## config.mk

```make
export PLATFORM = sky130hd
export DESIGN_NAME = sr_bank_write_sched
export DESIGN_NICKNAME = d
export VERILOG_FILES = /design/src/rtl/sr_bank_write_sched.sv
export SDC_FILE = /design/constraint.sdc
export NUM_CORES = 1
export LEC_CHECK = 0
export CORE_MARGIN = 5
export CORE_UTILIZATION = 45
export CTS_BUF_LIST = sky130_fd_sc_hd__clkbuf_16
export DETAILED_ROUTE_END_ITERATION = 8
export GPL_ROUTABILITY_DRIVEN = 0
export GPL_TIMING_DRIVEN = 0
export PLACE_DENSITY = 0.87
export SLEW_MARGIN = 10
export SYNTH_ARGS = -nofsm -noshare
export SYNTH_HDL_FRONTEND = slang
export SYNTH_SLANG_ARGS = --single-unit
```

## constraint.sdc

```tcl
create_clock -name clk -period 3.35 [get_ports clk]
set_clock_uncertainty 0.2 [all_clocks]
set_input_delay 0.8375 -clock clk [delete_from_list [all_inputs] [get_ports clk]]
set_output_delay 0.8375 -clock clk [all_outputs]
set_load 0.005 [all_outputs]
```

## src/rtl/sr_bank_write_sched.sv

```systemverilog
// Round-robin write scheduler for a shared bank of gated SR latches.
// Each granted op runs SETUP -> PULSE -> HOLD -> CHECK and reports a readback status.
module sr_bank_write_sched #(
  parameter int N_REQ     = 4,
  parameter int N_BITS    = 8,
  parameter int PULSE_CYC = 2,
  parameter int IDX_W     = (N_BITS > 1) ? $clog2(N_BITS) : 1,
  localparam int ID_W     = (N_REQ > 1) ? $clog2(N_REQ) : 1
) (
  input  logic                   clk,
  input  logic                   nrst,
  input  logic [N_REQ-1:0]       req_valid,
  input  logic [N_REQ-1:0]       req_set,
  input  logic [N_REQ*IDX_W-1:0] req_idx,
  output logic [N_REQ-1:0]       req_ready,
  output logic [N_BITS-1:0]      lat_s,
  output logic [N_BITS-1:0]      lat_r,
  output logic [N_BITS-1:0]      lat_en,
  input  logic [N_BITS-1:0]      lat_q,
  output logic                   busy,
  output logic                   done,
  output logic [ID_W-1:0]        done_id,
  output logic                   done_ok,
  output logic [2:0]             dbg_state
);

  // Handshake: a requester holds req_valid/req_set/req_idx stable until it sees its
  // one-cycle req_ready pulse; the op is accepted in that cycle and inputs are then free.
  localparam int CNT_W = (PULSE_CYC > 1) ? $clog2(PULSE_CYC) : 1;

  typedef enum logic [2:0] {IDLE, SETUP, PULSE, HOLD, CHECK} state_t;

  state_t             state, nxt_state;
  logic [CNT_W-1:0]   cnt, nxt_cnt;
  logic [ID_W-1:0]    rr_ptr, nxt_rr;
  logic               cap_set, nxt_set;
  logic [IDX_W-1:0]   cap_idx, nxt_idx;
  logic [ID_W-1:0]    cap_id, nxt_id;
  logic [N_REQ-1:0]   nxt_ready;
  logic [N_BITS-1:0]  nxt_s, nxt_r, nxt_en, sel;
  logic               nxt_done, nxt_ok, in_range, found;
  logic [ID_W-1:0]    j, gnt;
  logic [IDX_W-1:0]   idx_arr [N_REQ];

  assign dbg_state = state;
  assign in_range  = (int'(cap_idx) < N_BITS);
  assign sel       = in_range ? (N_BITS'(1) << cap_idx) : '0;

  always_comb begin
    for (int i = 0; i < N_REQ; i++) idx_arr[i] = req_idx[i*IDX_W +: IDX_W];
  end

  // Outputs are computed from the current state and registered, so the pins
  // trail the state by one cycle: grant at t, s/r at t+1, done at t+PULSE_CYC+3.
  always_comb begin
    nxt_state = state;
    nxt_cnt   = cnt;
    nxt_rr    = rr_ptr;
    nxt_set   = cap_set;
    nxt_idx   = cap_idx;
    nxt_id    = cap_id;
    nxt_ready = '0;
    nxt_s     = '0;
    nxt_r     = '0;
    nxt_en    = '0;
    nxt_done  = 1'b0;
    nxt_ok    = 1'b0;
    found     = 1'b0;
    j         = rr_ptr;
    gnt       = rr_ptr;
    case (state)
      IDLE: begin
        for (int k = 0; k < N_REQ; k++) begin
          if (!found && req_valid[j]) begin
            found = 1'b1;
            gnt   = j;
          end
          j = (j == ID_W'(N_REQ-1)) ? '0 : j + ID_W'(1);
        end
        if (found) begin
          nxt_ready = N_REQ'(1) << gnt;
          nxt_set   = req_set[gnt];
          nxt_idx   = idx_arr[gnt];
          nxt_id    = gnt;
          nxt_rr    = (gnt == ID_W'(N_REQ-1)) ? '0 : gnt + ID_W'(1);
          nxt_state = SETUP;
        end
      end
      SETUP: begin
        nxt_s     = cap_set ? sel : '0;
        nxt_r     = cap_set ? '0 : sel;
        nxt_cnt   = '0;
        nxt_state = PULSE;
      end
      PULSE: begin
        nxt_s  = cap_set ? sel : '0;
        nxt_r  = cap_set ? '0 : sel;
        nxt_en = sel;
        if (cnt == CNT_W'(PULSE_CYC-1)) begin
          nxt_cnt   = '0;
          nxt_state = HOLD;
        end else begin
          nxt_cnt = cnt + CNT_W'(1);
        end
      end
      HOLD: begin
        nxt_s     = cap_set ? sel : '0;
        nxt_r     = cap_set ? '0 : sel;
        nxt_state = CHECK;
      end
      CHECK: begin
        nxt_done  = 1'b1;
        nxt_ok    = in_range && ((|(lat_q & sel)) == cap_set);
        nxt_state = IDLE;
      end
      default: nxt_state = IDLE;
    endcase
  end

  always_ff @(posedge clk or negedge nrst) begin
    if (!nrst) begin
      state     <= IDLE;
      cnt       <= '0;
      rr_ptr    <= '0;
      cap_set   <= 1'b0;
      cap_idx   <= '0;
      cap_id    <= '0;
      req_ready <= '0;
      lat_s     <= '0;
      lat_r     <= '0;
      lat_en    <= '0;
      busy      <= 1'b0;
      done      <= 1'b0;
      done_id   <= '0;
      done_ok   <= 1'b0;
    end else begin
      state     <= nxt_state;
      cnt       <= nxt_cnt;
      rr_ptr    <= nxt_rr;
      cap_set   <= nxt_set;
      cap_idx   <= nxt_idx;
      cap_id    <= nxt_id;
      req_ready <= nxt_ready;
      lat_s     <= nxt_s;
      lat_r     <= nxt_r;
      lat_en    <= nxt_en;
      busy      <= (state != IDLE);
      done      <= nxt_done;
      done_id   <= nxt_done ? cap_id : '0;
      done_ok   <= nxt_ok;
    end
  end

endmodule

```

==> report_table.html, run 1 <==
<table>
<tr><th>Metric</th><th>Value</th></tr>
<tr><th colspan="2">Worst setup path</th></tr>
<tr><td>Crit path cell chain</td><td>clkdlybuf4s50_1, buf_2, mux2i_1, mux2i_2, o311a_2, buf_6, inv_1, ha_1, mux2_1</td></tr>
<tr><td>Kind of cell with the highest combined delay on the critical path</td><td>buffers and inverters</td></tr>
<tr><td>Setup slack of the worst register-to-register path</td><td>0.52 ns</td></tr>
<tr><td>Endpoint of the worst-slack reg-to-reg timing path</td><td>rr_ptr[1]</td></tr>
<tr><td>Peak per-stage delay on the critical path</td><td>0.47 ns</td></tr>
<tr><td>Worst Setup Start Kind</td><td>input port</td></tr>
<tr><td>Crit Reg-Reg Startpoint</td><td>rr_ptr[1]</td></tr>
<tr><td>Max FO, Critical Path</td><td>10</td></tr>
<tr><td>CP Buf/Inv Count</td><td>4</td></tr>
<tr><td>Path depth of the worst reg2reg path</td><td>10</td></tr>
<tr><td>Endpoint class of the critical path</td><td>flip-flop</td></tr>
<tr><td>Data arrival at the endpoint of the critical path</td><td>3.09 ns</td></tr>
<tr><td>Worst Path Class, Setup</td><td>in -&gt; reg</td></tr>
<tr><td>Required time reported for the critical path endpoint</td><td>3.31 ns</td></tr>
<tr><td>Slowest stage cell on the critical path</td><td>clkdlybuf4s50_1</td></tr>
<tr><th colspan="2">Synth</th></tr>
<tr><td>Nets in the synthesized netlist</td><td>229</td></tr>
<tr><td>Dominant combinational cell family by area after synthesis</td><td>simple AND/OR/NAND/NOR gates</td></tr>
<tr><td>Sequential fraction of the synthesis area</td><td>53.89%</td></tr>
<tr><td>Mean Syn Cell Area</td><td>10.61 sq um</td></tr>
<tr><td>Post-synthesis mux area share</td><td>7.425%</td></tr>
<tr><td>Simple-gate area share of the yosys netlist</td><td>20.12%</td></tr>
<tr><td>Synthesized instance count</td><td>197</td></tr>
<tr><td>Area of the mapped netlist</td><td>2090 sq um</td></tr>
<tr><td>Number of warnings issued by yosys</td><td>0</td></tr>
<tr><td>Complex-gate fraction of the synthesized area</td><td>12.04%</td></tr>
<tr><td>Flip-flop and latch count after synthesis</td><td>45</td></tr>
<tr><td>Xor/xnor share of the synthesized area</td><td>0.8383%</td></tr>
<tr><td>Netlist cell types</td><td>43</td></tr>
<tr><td>Adder and majority cell fraction of the synthesized area</td><td>1.198%</td></tr>
<tr><th colspan="2">STA</th></tr>
<tr><td>Final Cycle Share</td><td>93.30%</td></tr>
<tr><td>Post-route worst hold slack</td><td>0.3239 ns</td></tr>
<tr><td>Pins Over Slew Limit</td><td>0</td></tr>
<tr><td>Final hold violations</td><td>0</td></tr>
<tr><td>FMAX</td><td>320.0 MHz</td></tr>
<tr><td>Setup repair after global routing missed its margin</td><td>no</td></tr>
<tr><td>Slew Limit Headroom</td><td>65.79%</td></tr>
<tr><td>Setup violation total in the final timing report</td><td>0</td></tr>
<tr><td>Slew at the pin with the worst max-slew slack</td><td>0.5131 ns</td></tr>
<tr><td>Time the worst path needs with I/O delays and setup</td><td>3.125 ns</td></tr>
<tr><th colspan="2">Pwr</th></tr>
<tr><td>Lkg Pwr</td><td>0.001336 uW</td></tr>
<tr><td>Areal power density over the cells</td><td>903.5 nW/um^2</td></tr>
<tr><td>Total power consumption of the routed design</td><td>2684 uW</td></tr>
<tr><td>Maximum vdd ir drop</td><td>551.6 uV</td></tr>
<tr><th colspan="2">Global routing</th></tr>
<tr><td>Initial antenna violation count</td><td>0</td></tr>
<tr><td>Largest net degree at the start of global routing</td><td>25</td></tr>
<tr><td>GRT Util Overall</td><td>16.70%</td></tr>
<tr><td>Via count of the first global-routing pass</td><td>1734</td></tr>
<tr><td>Global-route congestion overflow total</td><td>0</td></tr>
<tr><td>First-pass GRT wire length</td><td>8093 um</td></tr>
<tr><th colspan="2">Floorplan</th></tr>
<tr><td>Die Span Y</td><td>78.14 um</td></tr>
<tr><td>Floorplan row count</td><td>24</td></tr>
<tr><td>Die Wd</td><td>78.14 um</td></tr>
<tr><td>Core region area</td><td>4444 sq um</td></tr>
<tr><td>Die Area</td><td>6106 sq um</td></tr>
<tr><td>Initial standard-cell utilization of the core</td><td>47.02%</td></tr>
<tr><td>Top-level I/O count</td><td>66</td></tr>
<tr><th colspan="2">CTS</th></tr>
<tr><td>Clock tree from TritonCTS</td><td>yes</td></tr>
<tr><td>Number of sinks handled by clock tree synthesis</td><td>45</td></tr>
<tr><td>Clock root buffer</td><td>clkbuf_16</td></tr>
<tr><td>Number of CTS-inserted buffers</td><td>5</td></tr>
<tr><td>Total of hold buffers inserted after clock tree synthesis</td><td>0</td></tr>
<tr><td>Worst-path clk slew</td><td>0.06 ns</td></tr>
<tr><td>Clock Tree Buf Depth</td><td>2</td></tr>
<tr><td>Count of H-tree levels built during CTS</td><td>2</td></tr>
<tr><td>Number of setup buffers added after CTS</td><td>0</td></tr>
<tr><td>Insertion delay to the later sink of the worst-skew pair</td><td>0.28 ns</td></tr>
<tr><td>Number of gates given a new drive strength after cts</td><td>0</td></tr>
<tr><th colspan="2">Run status</th></tr>
<tr><td>Status</td><td>completed</td></tr>
<tr><th colspan="2">Final layout</th></tr>
<tr><td>Fraction of layout cells with a size suffix above 1</td><td>10.41%</td></tr>
<tr><td>Post-route cell area</td><td>2970 sq um</td></tr>
<tr><td>NumNets Final</td><td>300</td></tr>
<tr><td>Antenna fix cells</td><td>0</td></tr>
<tr><td>Number of filler instances in the final layout</td><td>356</td></tr>
<tr><td>Synth-to-layout area growth</td><td>42.16%</td></tr>
<tr><th colspan="2">Drt</th></tr>
<tr><td>Vias</td><td>1719</td></tr>
<tr><td>TritonRoute pass-1 iters</td><td>4</td></tr>
<tr><td>DRC viols</td><td>0</td></tr>
<tr><td>Routed wire length</td><td>5115 um</td></tr>
<tr><td>Drt wl/cell</td><td>15.93 um</td></tr>
<tr><td>Number of DRC markers in iteration 0</td><td>134</td></tr>
<tr><td>Average via count per standard cell</td><td>5.355</td></tr>
<tr><td>Number of routed nets with antenna violations</td><td>0</td></tr>
<tr><th colspan="2">Flow run</th></tr>
<tr><td>Number of max-cap violations</td><td>0</td></tr>
<tr><th colspan="2">Placed design</th></tr>
<tr><td>Count of buffers from port buffering</td><td>63</td></tr>
<tr><td>DP Area</td><td>2808 sq um</td></tr>
<tr><td>HPWL Detailed</td><td>3580 um</td></tr>
<tr><th colspan="2">Min path</th></tr>
<tr><td>Path category of the worst min-delay check</td><td>in -&gt; async</td></tr>
</table>
placed cells by master (no fill, tap or decap), types with 6 or more instances in the layout:
cell	n
nor2_1	35
dfrtp_1	45
a21oi_1	8
clkbuf_1	6
buf_2	7
nand2_1	9
nand2b_1	7
mux2i_1	13
clkdlybuf4s50_1	62
cell usage after synthesis (all sizes together):
cell	count	area [sq um]
a2111oi	1	15.01
a21o	1	7.510
a21oi	8	40.04
a31oi	2	12.51
a32oi	1	8.760
and2	3	18.77
and3	4	25.02
buf	8	52.55
clkbuf	6	22.52
dfrtp	45	1126
ha	2	25.02
inv	5	18.76
mux2	1	11.26
mux2i	14	143.9
nand2	10	40.04
nand2b	7	43.79
nand3	4	20.02
nand3b	5	37.54
nor2	36	137.6
nor2b	2	12.51
nor3	1	5.000
nor3b	2	15.01
nor4b	1	8.760
o211ai	1	7.510
o21a	2	15.01
o21ai	5	25.02
o21bai	1	7.510
o221ai	7	85.08
o311a	1	11.26
o31ai	1	7.510
o32ai	1	8.760
or2	1	8.760
or2b	1	11.26
or3	3	18.77
or3b	2	17.52
xnor2	2	17.52
cells by family (layout without fill, tap and decap cells):
logic type	Yosys count	after routing
AOI/OAI and AO/OA	32	32
xor gates and xnor gates	2	2
adders and majority gates	2	2
buffers and inverters	19	91
DFF	45	45
muxes	15	15
and+or+nand+nor	82	82
area by class of cell:
| cell class | instances | area (sq um) | area share, % |
|---|---|---|---|
| sequential | 45 | 1126 | 37.91 |
| multi-input combinational | 133 | 869.6 | 29.28 |
| timing repair buffer | 64 | 653.1 | 21.99 |
| clock buffer | 5 | 125.1 | 4.212 |
| buffer | 14 | 75.07 | 2.527 |
| tap | 52 | 65.06 | 2.190 |
| clock inverter | 3 | 37.54 | 1.264 |
| inverter | 5 | 18.77 | 0.6318 |
through the flow:
step | setup slack, ns | utilization [%] | TNS, ns | cells
finish | 0.2246 | 66.84 | 0 | 321
global route | 0.1028 | 66.84 | 0 | 321
CTS | 0.2186 | 66.84 | 0 | 321
detailed placement | -0.07499 | 63.18 | -0.07499 | 313
global placement | -0.02641 | 62.67 | -0.02641 | 312
floorplan | 0.4595 | - | 0 | 197
metal layers:
layer  track usage [%]  vias up  wire length, um  part of all wire (%)
li1                  -      825                -                     -
met1             18.72      809             2035                    40
met2             29.62       71             2597                    51
met3             4.691       14              352                   6.9
met4             7.343        0              130                   2.5
met5                 0        -                0                     0
report_power, final:
group | leakage (uW) | total [uW] | switching (uW) | internal (uW)
clock | 0.0000826 | 542 | 196 | 346
combinational | 0.000655 | 1350 | 699 | 648
sequential | 0.000599 | 795 | 97.4 | 697
how the worst max path moves through the flow:
stage                 start        end  cells past startpoint
5_1_grt        req_valid[3]  rr_ptr[1]                     10
4_1_cts        req_valid[1]  rr_ptr[1]                      9
6_report       req_valid[1]  rr_ptr[1]                      9
2_1_floorplan  req_valid[2]  rr_ptr[1]                      9
3_5_place_dp   req_valid[1]  rr_ptr[1]                      9
3_3_place_gp   req_valid[1]  rr_ptr[1]                      9
worst reg2reg max path, stage by stage, from the launching register on:
cell      delay [ns]
dfrtp_1         0.47
ha_1            0.35
buf_2           0.20
nand3b_1        0.16
inv_1           0.05
o31ai_1         0.23
o311a_2         0.26
buf_6           0.16
inv_1           0.05
ha_1            0.28
mux2_1          0.30
sequential cells by signal, indices dropped and copies added, names as in the netlist:
signal,count
busy,1
cap_id,2
cap_idx,3
cap_set,1
cnt,1
dbg_state,3
done,1
done_id,2
done_ok,1
lat_en,8
lat_r,8
lat_s,8
req_ready,4
rr_ptr,2
No activity file was read; power rests on OpenSTA's default activity.
==> run 2: changes to the inputs <==
CELL_PAD_IN_SITES_DETAIL_PLACEMENT = 0   (was default)
CELL_PAD_IN_SITES_GLOBAL_PLACEMENT = 2   (was default)
CORE_UTILIZATION = 28   (was 45)
PLACE_DENSITY = 0.88   (was 0.87)
==> report_table.html, run 2 (synthesis results as in run 1) <==
<table>
<tr><th>Metric</th><th>Value</th></tr>
<tr><th colspan="2">CTS</th></tr>
<tr><td>Count of H-tree levels built during CTS</td><td>2 (unchanged)</td></tr>
<tr><td>Clock tree from TritonCTS</td><td>yes</td></tr>
<tr><td>Clock Tree Buf Depth</td><td>2 (unchanged)</td></tr>
<tr><td>Number of sinks handled by clock tree synthesis</td><td>45 (unchanged)</td></tr>
<tr><td>Number of gates given a new drive strength after cts</td><td>0 (unchanged)</td></tr>
<tr><td>Total of hold buffers inserted after clock tree synthesis</td><td>0 (unchanged)</td></tr>
<tr><td>Clock root buffer</td><td>clkbuf_16</td></tr>
<tr><td>Number of setup buffers added after CTS</td><td>0 (unchanged)</td></tr>
<tr><td>Insertion delay to the later sink of the worst-skew pair</td><td>0.28 ns (about the same)</td></tr>
<tr><td>Worst-path clk slew</td><td>0.06 ns (about the same)</td></tr>
<tr><td>Number of CTS-inserted buffers</td><td>5 (unchanged)</td></tr>
<tr><th colspan="2">Global routing</th></tr>
<tr><td>First-pass GRT wire length</td><td>7541 um (-6.8%)</td></tr>
<tr><td>Global-route congestion overflow total</td><td>0 (unchanged)</td></tr>
<tr><td>Largest net degree at the start of global routing</td><td>26 (+4.0%)</td></tr>
<tr><td>Initial antenna violation count</td><td>0 (unchanged)</td></tr>
<tr><td>GRT Util Overall</td><td>10.49% (-6.2 points)</td></tr>
<tr><td>Via count of the first global-routing pass</td><td>1580 (-8.9%)</td></tr>
<tr><th colspan="2">Worst setup path</th></tr>
<tr><td>Startpoint of the worst setup timing path</td><td>req_valid[1]</td></tr>
<tr><td>Setup slack of the worst register-to-register path</td><td>0.52 ns (about the same)</td></tr>
<tr><td>Endpoint of the worst-slack reg-to-reg timing path</td><td>rr_ptr[1]</td></tr>
<tr><td>Worst Path Class, Setup</td><td>in -&gt; reg</td></tr>
<tr><td>Crit Reg-Reg Startpoint</td><td>rr_ptr[1]</td></tr>
<tr><td>Endpoint class of the critical path</td><td>flip-flop</td></tr>
<tr><td>Worst Setup Start Kind</td><td>input port</td></tr>
<tr><td>Max FO, Critical Path</td><td>10 (unchanged)</td></tr>
<tr><td>Path depth of the worst reg2reg path</td><td>10 (unchanged)</td></tr>
<tr><td>Data arrival at the endpoint of the critical path</td><td>3.09 ns (about the same)</td></tr>
<tr><td>Required time reported for the critical path endpoint</td><td>3.32 ns (about the same)</td></tr>
<tr><th colspan="2">STA</th></tr>
<tr><td>Setup TNS</td><td>0 ns (unchanged)</td></tr>
<tr><td>Slew Limit Headroom</td><td>68.38% (+2.6 points)</td></tr>
<tr><td>Final hold violations</td><td>0 (unchanged)</td></tr>
<tr><td>FMAX</td><td>320.7 MHz (+0.23%)</td></tr>
<tr><td>Time the worst path needs with I/O delays and setup</td><td>3.118 ns (-0.007187 ns)</td></tr>
<tr><td>Pins Over Slew Limit</td><td>0 (unchanged)</td></tr>
<tr><td>Slew at the pin with the worst max-slew slack</td><td>0.4743 ns (-0.03885 ns)</td></tr>
<tr><td>Final Cycle Share</td><td>93.08% (-0.21 points)</td></tr>
<tr><td>Setup violation total in the final timing report</td><td>0 (unchanged)</td></tr>
<tr><td>Setup repair after global routing missed its margin</td><td>no</td></tr>
<tr><th colspan="2">Final layout</th></tr>
<tr><td>Area occupied by multi-input gates</td><td>869.6 sq um (unchanged)</td></tr>
<tr><td>Largest registers</td><td>lat_en x8, lat_r x8, lat_s x8</td></tr>
<tr><td>Register cell area after layout</td><td>1126 sq um (unchanged)</td></tr>
<tr><td>Antenna fix cells</td><td>0 (unchanged)</td></tr>
<tr><td>Most used cells in the layout excluding fill and tap cells</td><td>clkdlybuf4s50_1, dfrtp_1, nor2_1, mux2i_1, nand2_1</td></tr>
<tr><td>Synth-to-layout area growth</td><td>44.25%</td></tr>
<tr><td>Fraction of layout cells with a size suffix above 1</td><td>11.15% (+0.74 points)</td></tr>
<tr><td>NumNets Final</td><td>300 (unchanged)</td></tr>
<tr><td>Number of filler instances in the final layout</td><td>716 (+100%)</td></tr>
<tr><td>Most common library cell in the layout ignoring fill and taps</td><td>clkdlybuf4s50_1</td></tr>
<tr><th colspan="2">Min path</th></tr>
<tr><td>Path category of the worst min-delay check</td><td>reg -&gt; reg</td></tr>
<tr><td>Number of instances on the worst hold path</td><td>1</td></tr>
<tr><td>Start point of the worst min-delay path</td><td>cap_id[0]</td></tr>
<tr><td>Hold endpoint</td><td>cap_id[0]</td></tr>
<tr><th colspan="2">Placed design</th></tr>
<tr><td>HPWL Detailed</td><td>3612 um (+0.87%)</td></tr>
<tr><td>Count of buffers from port buffering</td><td>63 (unchanged)</td></tr>
<tr><th colspan="2">Flow run</th></tr>
<tr><td>Number of max-cap violations</td><td>0 (unchanged)</td></tr>
<tr><th colspan="2">Pwr</th></tr>
<tr><td>Maximum vdd ir drop</td><td>365.6 uV (-34%)</td></tr>
<tr><td>Lkg Pwr</td><td>0.001315 uW (-1.5%)</td></tr>
<tr><td>Part of the total power dissipated in combinational logic</td><td>51.1% (+0.9 points)</td></tr>
<tr><td>Net Sw Power</td><td>954.0 uW (-3.9%)</td></tr>
<tr><td>Total power consumption of the routed design</td><td>2571 uW (-4.2%)</td></tr>
<tr><td>Net switching share of the total power</td><td>37.11% (+0.13 points)</td></tr>
<tr><td>Share of power burned in the clock network</td><td>18.4% (-1.8 points)</td></tr>
<tr><td>Int Power</td><td>1617 uW (-4.4%)</td></tr>
<tr><td>Areal power density over the cells</td><td>853.0 nW/um^2 (-5.6%)</td></tr>
<tr><td>Part of the power in registers</td><td>30.5% (+0.9 points)</td></tr>
<tr><th colspan="2">Drt</th></tr>
<tr><td>Average via count per standard cell</td><td>4.375 (-18%)</td></tr>
<tr><td>TritonRoute pass-1 iters</td><td>4 (unchanged)</td></tr>
<tr><td>Number of routed nets with antenna violations</td><td>0 (unchanged)</td></tr>
<tr><td>Number of DRC markers in iteration 0</td><td>50 (-63%)</td></tr>
<tr><td>Vias</td><td>1610 (-6.3%)</td></tr>
<tr><td>DRC viols</td><td>0 (unchanged)</td></tr>
<tr><td>Drt wl/cell</td><td>12.74 um (-20%)</td></tr>
<tr><td>Routed wire length</td><td>4688 um (-8.3%)</td></tr>
<tr><th colspan="2">Run status</th></tr>
<tr><td>Status</td><td>completed</td></tr>
<tr><th colspan="2">Floorplan</th></tr>
<tr><td>Initial standard-cell utilization of the core</td><td>28.81% (-18 points)</td></tr>
<tr><td>Core region area</td><td>7253 sq um (+63%)</td></tr>
<tr><td>Die Wd</td><td>96.39 um (+23%)</td></tr>
<tr><td>Die Area</td><td>9290 sq um (+52%)</td></tr>
<tr><td>Floorplan row count</td><td>31 (+29%)</td></tr>
<tr><td>Top-level I/O count</td><td>66 (unchanged)</td></tr>
<tr><td>Die Span Y</td><td>96.39 um (+23%)</td></tr>
</table>
==> run 2: critical path, cell delays in order <==
cell and delay, ns:
clkdlybuf4s50_1 0.41, buf_2 0.19, mux2i_1 0.16, mux2i_2 0.16, o31ai_1 0.28, o311a_2 0.27
buf_6 0.16, inv_1 0.05, ha_1 0.27, mux2_1 0.28
==> run 2: how the worst max path moves through the flow <==
stage	endpoint	depth (start not counted)
final	rr_ptr[1]	10
after global routing	rr_ptr[1]	9
after CTS	rr_ptr[1]	9
after detailed placement	rr_ptr[1]	9
after global placement	rr_ptr[1]	9
after floorplan	rr_ptr[1]	9
==> run 2: stage by stage <==
step | cells | hold slack (ns) | setup slack [ns] | util, % | instance area (sq um)
6_report | 368 | 0.2921 | 0.2318 | 41.56 | 3014
5_1_grt | 368 | 0.3254 | 0.1002 | 41.56 | 3014
4_1_cts | 368 | 0.2949 | 0.2095 | 41.56 | 3014
3_5_place_dp | 360 | 0.2812 | -0.09084 | 39.52 | 2867
3_3_place_gp | 359 | 0.2757 | -0.05196 | 39.21 | 2844
2_1_floorplan | 197 | 0.2553 | 0.4595 | - | 2090
==> run 2: final cells by class <==
cell class	count	area share [%]
flip-flops and latches	45	37.36
multi-input cells	133	28.85
repair buffers	64	21.67
clock buffers	5	4.151
well taps	99	4.110
plain buffers	14	2.491
clock inverters	3	0.7472
inverters	5	0.6227
==> run 2: layer usage <==
metal | wire length (um) | GRT usage, % | vias up
met3 | 360 | 3.718 | 4
met5 | 0 | 0 | -
li1 | - | - | 824
met4 | 36 | 3.154 | 0
met1 | 2194 | 13.60 | 732
met2 | 2096 | 16.45 | 50
==> run 2: power by group through the flow <==
stage	Combinational (uW)	Sequential (uW)	Clock (uW)
floorplan	888	791	0
global placement	1320	797	0
detailed placement	1330	797	0
CTS	1340	787	486
global route	1470	807	508
finish	1310	785	472
